$ cat src/rtl/miniRV_pkg.sv
// Shared request/response types, grant encoding and address helper for the
// miniRV memory subsystem.
package miniRV_pkg;

  typedef struct packed {
    logic [31:0] addr;
    logic        wen;
    logic [31:0] wdata;
    logic [3:0]  wstrb;
  } req_t;

  typedef struct packed {
    logic [31:0] data;
    logic        err;
  } rsp_t;

  typedef enum logic [1:0] {
    GNT_NONE,
    GNT_IF,
    GNT_D
  } grant_e;

  function automatic logic inRange(input logic [31:0] addr, input logic [31:0] limit);
    return addr < limit;
  endfunction

endpackage

$ cat src/rtl/ram_arbiter_rsp_slot.sv
// One-entry response register with a valid/ready output handshake; free_o
// says a new response may be loaded on the coming edge.
module rsp_slot
  import miniRV_pkg::*;
(
  input  logic        clk,
  input  logic        reset,
  input  logic        load_i,
  input  logic [31:0] data_i,
  input  logic        err_i,
  input  logic        ready_i,
  output logic        valid_o,
  output logic        free_o,
  output logic [31:0] data_o,
  output logic        err_o
);

  logic valid_q;
  rsp_t rsp_q;
  rsp_t rsp_d;

  assign rsp_d = '{data: data_i, err: err_i};

  // A reload on the same edge as the consumer's ready keeps the slot full,
  // giving one response per cycle.
  always_ff @(posedge clk or posedge reset) begin
    if (reset) begin
      valid_q <= 1'b0;
      rsp_q   <= '0;
    end else if (load_i) begin
      valid_q <= 1'b1;
      rsp_q   <= rsp_d;
    end else if (ready_i) begin
      valid_q <= 1'b0;
    end
  end

  assign valid_o = valid_q;
  assign free_o  = !valid_q || ready_i;
  assign data_o  = rsp_q.data;
  assign err_o   = rsp_q.err;

endmodule

$ cat src/rtl/ram_arbiter.sv
// Shares one RAM port between a read-only fetch port and a read/write data
// port; data has priority, but fetch wins after STARVE_MAX data grants in a row.
module ram_arbiter
  import miniRV_pkg::*;
#(
  parameter int unsigned BYTES      = 16000000,
  parameter int unsigned STARVE_MAX = 4
) (
  input  logic        clk,
  input  logic        reset,
  input  logic        if_valid_i,
  output logic        if_ready_o,
  input  logic [31:0] if_addr_i,
  output logic        if_rsp_valid_o,
  input  logic        if_rsp_ready_i,
  output logic [31:0] if_rsp_data_o,
  output logic        if_rsp_err_o,
  input  logic        d_valid_i,
  output logic        d_ready_o,
  input  logic [31:0] d_addr_i,
  input  logic        d_wen_i,
  input  logic [31:0] d_wdata_i,
  input  logic [3:0]  d_wstrb_i,
  output logic        d_rsp_valid_o,
  input  logic        d_rsp_ready_i,
  output logic [31:0] d_rsp_data_o,
  output logic        d_rsp_err_o,
  output logic [31:0] ram_addr_o,
  output logic        ram_wen_o,
  output logic [31:0] ram_wdata_o,
  output logic [3:0]  ram_wstrb_o,
  input  logic [31:0] ram_read_data_i
);

  localparam int unsigned CNT_W = (STARVE_MAX > 0) ? $clog2(STARVE_MAX + 1) : 1;
  localparam logic [CNT_W-1:0] STARVE_LIM = CNT_W'(STARVE_MAX);

  logic             ifFree, dFree;
  logic             ifElig, dElig;
  logic             winInRange;
  grant_e           grant;
  req_t             winReq;
  rsp_t             rspLoad;
  logic [CNT_W-1:0] starveCnt_q, starveCnt_d;

  assign ifElig = if_valid_i && ifFree;
  assign dElig  = d_valid_i && dFree;

  // Reset is asynchronous, so it also masks the combinational grant directly.
  always_comb begin
    grant = GNT_NONE;
    if (reset) begin
      grant = GNT_NONE;
    end else if (dElig && !(ifElig && starveCnt_q == STARVE_LIM)) begin
      grant = GNT_D;
    end else if (ifElig) begin
      grant = GNT_IF;
    end
  end

  always_comb begin
    winReq = '{addr: d_addr_i, wen: d_wen_i, wdata: d_wdata_i, wstrb: d_wstrb_i};
    case (grant)
      GNT_IF: begin
        winReq.addr = if_addr_i;
        winReq.wen  = 1'b0;
      end
      GNT_D: begin
      end
      default: begin
        winReq.wen   = 1'b0;
        winReq.wstrb = '0;
      end
    endcase
  end

  assign winInRange  = inRange(winReq.addr, BYTES);
  assign ram_addr_o  = winReq.addr;
  assign ram_wen_o   = winReq.wen && winInRange;
  assign ram_wdata_o = winReq.wdata;
  assign ram_wstrb_o = winReq.wstrb;

  assign if_ready_o = (grant == GNT_IF);
  assign d_ready_o  = (grant == GNT_D);

  // Writes and out-of-range accesses answer with zero data.
  assign rspLoad = '{data: (winInRange && !winReq.wen) ? ram_read_data_i : 32'h0,
                     err:  !winInRange};

  // The starvation count only tracks data wins while fetch is actually waiting.
  always_comb begin
    starveCnt_d = starveCnt_q;
    if (!ifElig || grant == GNT_IF) begin
      starveCnt_d = '0;
    end else if (grant == GNT_D && starveCnt_q != STARVE_LIM) begin
      starveCnt_d = starveCnt_q + CNT_W'(1);
    end
  end

  always_ff @(posedge clk or posedge reset) begin
    if (reset) begin
      starveCnt_q <= '0;
    end else begin
      starveCnt_q <= starveCnt_d;
    end
  end

  rsp_slot u_if_slot (
    .clk     (clk),
    .reset   (reset),
    .load_i  (grant == GNT_IF),
    .data_i  (rspLoad.data),
    .err_i   (rspLoad.err),
    .ready_i (if_rsp_ready_i),
    .valid_o (if_rsp_valid_o),
    .free_o  (ifFree),
    .data_o  (if_rsp_data_o),
    .err_o   (if_rsp_err_o)
  );

  rsp_slot u_d_slot (
    .clk     (clk),
    .reset   (reset),
    .load_i  (grant == GNT_D),
    .data_i  (rspLoad.data),
    .err_i   (rspLoad.err),
    .ready_i (d_rsp_ready_i),
    .valid_o (d_rsp_valid_o),
    .free_o  (dFree),
    .data_o  (d_rsp_data_o),
    .err_o   (d_rsp_err_o)
  );

endmodule

$ cat config.mk
export PLATFORM = sky130hd
export DESIGN_NAME = ram_arbiter
export DESIGN_NICKNAME = d
export VERILOG_FILES = /design/src/rtl/miniRV_pkg.sv /design/src/rtl/ram_arbiter_rsp_slot.sv /design/src/rtl/ram_arbiter.sv
export SDC_FILE = /design/constraint.sdc
export NUM_CORES = 1
export LEC_CHECK = 0
export ABC_AREA = 1
export CAP_MARGIN = 20
export CORE_AREA = 3 3 111 113
export DETAILED_ROUTE_END_ITERATION = 10
export DIE_AREA = 0 0 114 116
export GPL_TIMING_DRIVEN = 0
export PLACE_DENSITY = 0.81
export SLEW_MARGIN = 30
export SYNTH_ARGS = -nofsm -noshare
export SYNTH_HDL_FRONTEND = slang
export SYNTH_HIERARCHICAL = 1
export SYNTH_SLANG_ARGS = --single-unit
$ cat constraint.sdc
create_clock -name clk -period 4.6 [get_ports clk]
set_input_delay 1.15 -clock clk [delete_from_list [all_inputs] [get_ports clk]]
set_output_delay 1.15 -clock clk [all_outputs]
set_load 0.01 [all_outputs]
* Yosys cells after proc, flatten, opt, wreduce, memory -nomap -nowiden *
Cells that the tools add are included.
W data, S select, Z words.

storage, ports and cells
  bits in registers = 71
  input port bits = 139
  output and inout port bits = 139

cells by class
  $add $sub $neg = 1
  magnitude comparators = 1
  equality and inequality tests = 4
  mux-type cells = 13
  reduce and logical (&&, ||, !) cells = 20

operators by type and width
  kind                    count
  $mux W32                2
  $lt A32 B24 Y1 const B  1
  $logic_and A1 B1 Y1     7
  $logic_not A1 Y1        6
  $mux W1                 6
  $mux W3                 2
  $reduce_bool A2 Y1      3
  $mux W2                 2
  $mux W4                 1
  $add A3 B1 Y3 const B   1
  $eq A3 B3 Y1 const B    1
  $logic_or A1 B1 Y1      3
  $ne A3 B3 Y1 const B    1
  $eq A2 B1 Y1 const B    1
  $eq A2 B2 Y1 const B    1
  $reduce_or A2 Y1        1

* Depth between registers and ports, before layout *
Gate-level depths: netlist of the first run.

  word-level depth = 13
  mapped depth = 23

* Hierarchy *
The synthesis of the first run kept the hierarchy.

modules (own cells, without submodules)
  module       instances  cells an instance  area an instance (um2)
  rsp_slot     2          145                1,342.5
  ram_arbiter  1          294                1,496.4

* Least setup slack after synthesis of the first run *
Ideal clock, no wire load.

  path type = input to output
  from = in if_rsp_ready_i
  to = out ram_wen_o
  arrival time = 2,982 ps
  required time = 3,450 ps
  slack = 468 ps
  cell stages on the path = 16
  buffers on the path = 1
  path through = inv_1 nand2_1 a41oi_1 inv_1 nor2_1 inv_1 ha_1 buf_6 o21ai_0 nand2_1 inv_1 nand2_1 nor2_1 nand2_1 nand2_1 nor2_1

on the way
  word-level cells in the longest chain between the ends = 11

ends and longest elaborated chain
  item                     RTL line                    RTL
  from (decl)              ram_arbiter.sv:15           input logic if_rsp_ready_i,
  $logic_or A1 B1 Y1 (*)   ram_arbiter_rsp_slot.sv:39  assign free_o = !valid_q || ready_i;
  net ifFree               ram_arbiter.sv:38           logic ifFree, dFree;
  $logic_and A1 B1 Y1 (*)  ram_arbiter.sv:46           assign ifElig = if_valid_i && ifFree;
  $logic_and A1 B1 Y1      ram_arbiter.sv:54           end else if (dElig && !(ifElig && starveCnt_q == STARVE_LIM)) begin
  $logic_not A1 Y1         ram_arbiter.sv:54
  $logic_and A1 B1 Y1      ram_arbiter.sv:54
  $mux W2 (*)              ram_arbiter.sv:54
  $mux W2 (*)              ram_arbiter.sv:52           if (reset) begin
  $eq A2 B1 Y1 (*)         -
  net if_ready_o           ram_arbiter.sv:12           output logic if_ready_o,
  $mux W32 (*)             ram_arbiter.sv:63           case (grant)
  net ram_addr_o[20]       ram_arbiter.sv:28           output logic [31:0] ram_addr_o,
  $lt A32 B24 Y1 (*)       miniRV_pkg.sv:24            return addr < limit;
  $logic_and A1 B1 Y1 (*)  ram_arbiter.sv:79           assign ram_wen_o = winReq.wen && winInRange;
  to (decl)                ram_arbiter.sv:29           output logic ram_wen_o,

The timed path passes the listed nets; every way through them passes the cells marked *.

* Worst setup path in the final report of the first run *
  from = in d_valid_i
  to = out ram_wen_o

on the way
  word-level cells in the longest chain between the ends = 8

ends and longest elaborated chain
  item                     RTL line           RTL
  from (decl)              ram_arbiter.sv:18  input logic d_valid_i,
  $logic_and A1 B1 Y1 (*)  ram_arbiter.sv:47  assign dElig = d_valid_i && dFree;
  $logic_and A1 B1 Y1 (*)  ram_arbiter.sv:54
  $mux W2 (*)              ram_arbiter.sv:54
  $mux W2 (*)              ram_arbiter.sv:52
  $eq A2 B1 Y1             ram_arbiter.sv:63
  $mux W32                 ram_arbiter.sv:63
  $lt A32 B24 Y1           miniRV_pkg.sv:24
  $logic_and A1 B1 Y1 (*)  ram_arbiter.sv:79

Mark *: on every way between the ends. The rest lies on a longest branch, timed or not.

==> flow_summary.ini, run 1 <==
[run_status]
outcome = completed

[synth]
synthTopCellsByArea = dfrtp_1 (42%), nand2_1 (26%), buf_4 (6.8%), inv_1 (6.3%), nor2_2 (4.5%)
synth_compound_area_share_pct = 1.855
synth_edf_count = 0
ys_types = 24
yosys.area.top_type = dfrtp_1
synth_xor_area_share_pct = 0
ys_seq_elements = 71
synthArstFlopShare_pct = 100.0
synth_top_family_by_area = simple AND/OR/NAND/NOR gates
synth.area.mux_share_pct = 0
syn_avg_cell_area_um2 = 7.160
syn_nets = 727
synth-main-ff-cell = dfrtp_1
seq_area_frac_synth_pct = 42.49
yosysWarnings = 6
synth_top_area_share_pct = 42.49
ys_top_cells_by_count = nand2_1 (290), dfrtp_1 (71), inv_1 (70)
synth_area_um2 = 4182
synth-simple-area-share_pct = 36.06
synth_fa_ha_area_share_pct = 1.197
netlist_instances = 584
yosysMostFrequentCell = nand2_1

[timing]
finalCriticalPeriod_ns = 4.519
setup_slack_ns = 0.08116
slew_headroom_pct = 72.36
fin_skew_ns = 0.008435
hold_viol = 0
fin_hold_ws_ns = 0.4737
tightest_slew_ns = 0.4140
max_freq_mhz = 221.3
finalSetupViolCount = 0
final.period_utilization_pct = 98.24
slew_viol_final = 0

[clock_network]
clkLatencyLatePin_ns = 0.32
cts.clk_slew.worst_paths_ns = 0.06
cts.htree.levels = 3
cts_buffers = 9
clockBufferDepth = 2
cts.sinks = 71
root_buffer = clkbuf_16
cts_tree = yes

[global_route]
grt_pass1_wl_um = 21750
track_usage_pct = 20.87
met1_usage_pct = 26.36
overflow = 0
grt_use_met2_pct = 36.22
grt_pass1_vias = 4337
antenna_found_initial = 0
busiest_layer = met2
grt_max_degree = 26
use_met3_pct = 5.274

[power_and_ir_drop]
vdd_ir_drop_max_uv = 152.7
pwr_density_cell_nw_per_um2 = 234.1
p_leak_uw = 0.003891

[route]
drt-total-wl_um = 14490
routed_via_density = 4.407
route.detailed.drc = 0
antenna_left = 0
drt_iter0_drc = 247
num_vias = 4416
avgRoutedWirePerCell_um = 14.46
drt-pass1-iter-count = 4

[setup_path]
cp.required_ns = 3.45
path_class = input pin to output pin
worstSetupStartpointType = input pin
arrival_ns = 3.37
critPathMaxFanout = 6
endpoint_kind = output pin

[worst_hold_path]
hp-class = flip-flop to flip-flop

[placed_design]
gp_congestion = 0.8268
hpwl_um = 11250
io_buffers = 245
place_ws_ns = -0.6996

[die]
die-area_um2 = 13220
die_w_um = 114
core_area_um2 = 11420
initial_core_util_pct = 36.62
fp.dieH_um = 116
rows = 39
pin_count = 278

[final_layout]
syn_to_final_growth_pct = 76.30
fin_util_pct = 64.56
drive_gt1_share_pct = 20.37
diodes = 0
final_nets = 997

[flow_run]
maxCapViolCount = 0
per-layer routing:
metal	routed length [µm]	part of all wire (%)
met1	5989	41
met2	7266	50
met4	142	0.98
met5	0	0
met3	1091	7.5
critical path, cell delays in order:
cell and delay, ns:
clkdlybuf4s50_1 0.41, nand2_2 0.07, a41oi_2 0.04, inv_2 0.10, nand2_2 0.07, inv_2 0.07, ha_4 0.18, buf_8 0.16
clkinv_8 0.07, buf_8 0.13, nand2_1 0.06, nand2_2 0.08, nor2_4 0.13, nand2_2 0.06, nor2_2 0.10, nand2_1 0.06
inv_2 0.08, nand2_2 0.07, nor2_2 0.11, buf_2 0.15
final timing paths:
path,slack [ns],endpoint,startpoint,cells after the start
max in group asynchronous,3.19,u_if_slot/data_o[26],reset,3
worst max-delay path,0.08,ram_wen_o,d_valid_i,20
worst max register to register,1.85,u_d_slot/data_o[10],starveCnt_q[0],22
worst min register to register,0.47,u_d_slot/data_o[27],u_d_slot/data_o[27],2
worst min-delay path,0.47,u_d_slot/data_o[27],u_d_slot/data_o[27],2
min in group asynchronous,0.89,starveCnt_q[2],reset,2
kinds of logic after synthesis:
logic type	Yosys count
AO/OA/AOI/OAI	14
adder cells (fa/ha/maj)	4
buffers and inverters	130
AND/OR/NAND/NOR	365
flip-flops	71
registers in the layout, indices dropped and copies added (netlist names):
signal / cells
starveCnt_q: 3
u_d_slot/valid_o: 1
u_if_slot/valid_o: 1
u_if_slot/err_o: 1
u_if_slot/data_o: 32
u_d_slot/err_o: 1
u_d_slot/data_o: 32
area by class of cell:
cell class | instances | area (µm²)
Clock buffer | 11 | 252.7
Clock inverter | 5 | 38.79
Timing Repair inverter | 1 | 8.758
Fill cell | 1008 | 4046
Inverter | 74 | 305.3
Timing Repair Buffer | 259 | 2591
Buffer | 55 | 481.7
Tap cell | 143 | 178.9
Multi-Input combinational cell | 383 | 1738
Sequential cell | 71 | 1777
report_power, final:
group | total [µW] | internal, µW | switching (µW)
Sequential | 641 | 635 | 6.57
Clock | 672 | 398 | 274
Combinational | 412 | 231 | 181
repair_timing:
item	4_1_cts	5_1_grt
cloned	0	2
gates resized for setup	39	44
pin swaps	0	20
setup buffers	0	11
hold buffers	0	0
endpoints found under the setup margin	28	20
per-stage QoR:
| step | cells | total power, µW | TNS, ns | area [µm²] |
|---|---|---|---|---|
| after global placement | 972 | 1043 | -7.335 | 6813 |
| final | 1002 | 1726 | 0 | 7372 |
| after global routing | 1002 | 1810 | -0.01962 | 7372 |
| after CTS | 990 | 1728 | -0.1376 | 7156 |
| after detailed placement | 974 | 1052 | -7.631 | 6860 |
| after floorplan | 584 | 816.9 | 0 | 4182 |
placed cells by master (no fill, tap or decap), drive strengths merged:
cell           instances
buf                   68
nand2                308
dlymetal6s2s           4
inv                   76
clkdlybuf4s50        217
nor2                  53
o21bai                 1
a21oi                  1
clkbuf                13
o21ai                 10
ha                     4
dlygate4sd2           23
nand3                  4
clkinv                 3
dfrtp                 71
a31oi                  1
clkinvlp               1
a41oi                  1
(Power assumes the default switching activity.)
==> run 2, diff against run 1 <==
--- a/config.mk
+++ b/config.mk
@@ -12,7 +12,6 @@
 export DIE_AREA = 0 0 114 116
 export GPL_TIMING_DRIVEN = 0
 export PLACE_DENSITY = 0.81
-export SLEW_MARGIN = 30
 export SYNTH_ARGS = -nofsm -noshare
 export SYNTH_HDL_FRONTEND = slang
 export SYNTH_HIERARCHICAL = 1
==> run 2 against run 1 <==
- non-clock buffer count is the same
- die area is the same
- worst hold slack lost 0.00083 ns
- combinational power is essentially flat
- largest cell class unchanged
==> flow_summary.ini, run 2 (synthesized netlist as in run 1, its figures left out) <==
[clock_network]
clkLatencyLatePin_ns = 0.32
cts.htree.levels = 3
root_buffer = clkbuf_16
clockBufferDepth = 2
cts.sinks = 71
cts_buffers = 9
cts.clk_slew.worst_paths_ns = 0.06
cts_tree = yes

[timing]
final.period_utilization_pct = 92.93
finalSetupViolCount = 0
tightest_slew_ns = 0.8264
max_freq_mhz = 233.9
finalCriticalPeriod_ns = 4.275
slew_viol_final = 0
rsz0062_at_grt = false
hold_viol = 0
fin_hold_ws_ns = 0.4729
fin_skew_ns = 0.006113
slew_headroom_pct = 44.83

[setup_path]
cp_slowest_cell = ha_4
r2r-start = starveCnt_q[0]
endpoint_kind = output pin
worstSetupStartpointType = input pin
critPathMaxFanout = 8
cp_cell_sequence = dlymetal6s2s_1 -> inv_1 -> nand2_2 -> nand2_2 -> a41oi_2 -> inv_2 -> nand2_2 -> inv_2 -> ha_4 -> inv_8 -> buf_8 -> nand2_1 -> nand2_2 -> nor2_4 -> nand2_1 -> nor2_2 -> nand2_1 -> inv_2 -> nand2_2 -> nor2_2 -> buf_2
rr_endpoint = u_d_slot/data_o[10]
startpoint = d_rsp_ready_i
r2r_setup_slack_ns = 1.92
path_class = input pin to output pin
critPathCapture = ram_wen_o
crit_top_cell = nand2_2
cpPeakStageDelay_ns = 0.25
arrival_ns = 3.12
r2r_cells = 21
cp.required_ns = 3.45

[power_and_ir_drop]
p_clk_share_pct = 38.9
total_power_uw = 1730
pwr_density_cell_nw_per_um2 = 234.6
power.switching_uw = 463.9
p_int_uw = 1266
p_leak_uw = 0.003891
switching_share_pct = 26.82
vdd_ir_drop_max_uv = 152.4
pwr-share-comb_pct = 24.0
p_seq_share_pct = 37.1

[placed_design]
io_buffers = 245
dpl_cell_area_um2 = 6813
dp.cells = 972
gp_congestion = 0.8268
hpwl_um = 11050

[run_status]
outcome = completed

[global_route]
overflow = 0
grt_pass1_wl_um = 21940
antenna_found_initial = 0
track_usage_pct = 21.02
grt_pass1_vias = 4346
grt_max_degree = 35

[die]
core_area_um2 = 11420
die-area_um2 = 13220
fp.dieH_um = 116
rows = 39
die_w_um = 114
pin_count = 278
initial_core_util_pct = 36.62

[final_layout]
final_nets = 996
final_common_cell = nand2_1
fill_cells = 1013
syn_to_final_growth_pct = 76.33
diodes = 0
design_area_um2 = 7373
fin_util_pct = 64.57
fin_cells = 1001
final_cell_mix = nand2_1 (272), clkdlybuf4s50_1 (219), dfrtp_1 (71)
drive_gt1_share_pct = 20.28

[route]
routed_via_density = 4.391
avgRoutedWirePerCell_um = 14.60
route.detailed.drc = 0
drt-total-wl_um = 14610
drt-pass1-iter-count = 5
num_vias = 4395
antenna_left = 0
drt_iter0_drc = 236

[worst_hold_path]
hp-class = flip-flop to flip-flop
worstHoldPathCells = 2

[flow_run]
maxCapViolCount = 0
## run 2: cell types whose count changed in the layout (fill, tap and decap cells not counted), moves of 2 or more
| cell | delta |
|---|---|
| dlygate4sd2_1 | -3 |
| buf_2 | -2 |
| clkbuf_16 | +2 |
| clkdlybuf4s50_1 | +2 |
## run 2: final cells by class
| type | count | area, µm² | share of cell area [%] |
|---|---|---|---|
| buffer | 55 | 490.5 | 6.652 |
| clock buffer | 11 | 252.7 | 3.428 |
| sequential | 71 | 1777 | 24.10 |
| multi-input combinational | 383 | 1735 | 23.54 |
| tap | 143 | 178.9 | 2.427 |
| clock inverter | 5 | 38.79 | 0.5260 |
| inverter | 74 | 300.3 | 4.073 |
| timing repair buffer | 259 | 2600 | 35.26 |
## run 2: metrics by stage
stage	setup WS, ns	TNS (ns)
after floorplan	0.4682	0
after global placement	-0.6954	-7.335
after detailed placement	-0.7112	-7.663
after CTS	-0.1681	-0.3221
after global routing	0.1591	0
final	0.3253	0
## run 2: critical path: cells and delay by family
| kind | cells | cell delay (ns) |
|---|---|---|
| AOI/OAI and AO/OA | 1 | 0.04 |
| adders and majority gates | 1 | 0.25 |
| buffers and inverters | 8 | 0.82 |
| and+or+nand+nor | 11 | 0.87 |
## run 2: metal layers
metal | global-route usage [%] | part of all wire [%]
met1 | 27.37 | 43
met2 | 35.71 | 50
met3 | 4.961 | 6.2
met4 | 4.671 | 0.74
met5 | 0 | 0
## run 2: how the worst min path moves through the flow
stage	to	start	slack [ns]
3_5_place_dp	u_if_slot/data_o[21]	u_if_slot/data_o[21]	0.46
4_1_cts	u_if_slot/data_o[4]	u_if_slot/data_o[4]	0.47
5_1_grt	u_if_slot/data_o[4]	u_if_slot/data_o[4]	0.49
3_3_place_gp	u_if_slot/data_o[4]	u_if_slot/data_o[4]	0.45
6_report	u_if_slot/data_o[21]	u_if_slot/data_o[21]	0.47
2_1_floorplan	starveCnt_q[2]	starveCnt_q[2]	0.45
## run 2: power groups by stage
stage               clock (µW)  combinational (µW)  sequential (µW)
floorplan                    0                 161              656
global placement             0                 391              652
detailed placement           0                 395              652
CTS                        690                 389              641
global route               727                 448              643
finish                     674                 414              642
## run 2: timing repair
| item | CTS | global route |
|---|---|---|
| setup endpoints to repair | 29 | 22 |
| gates resized for setup | 35 | 50 |
| endpoints found under the hold margin | 0 | 0 |
| setup buffers | 0 | 11 |
| hold buffers | 0 | 0 |
| cloned | 0 | 3 |
| pin swaps | 0 | 23 |
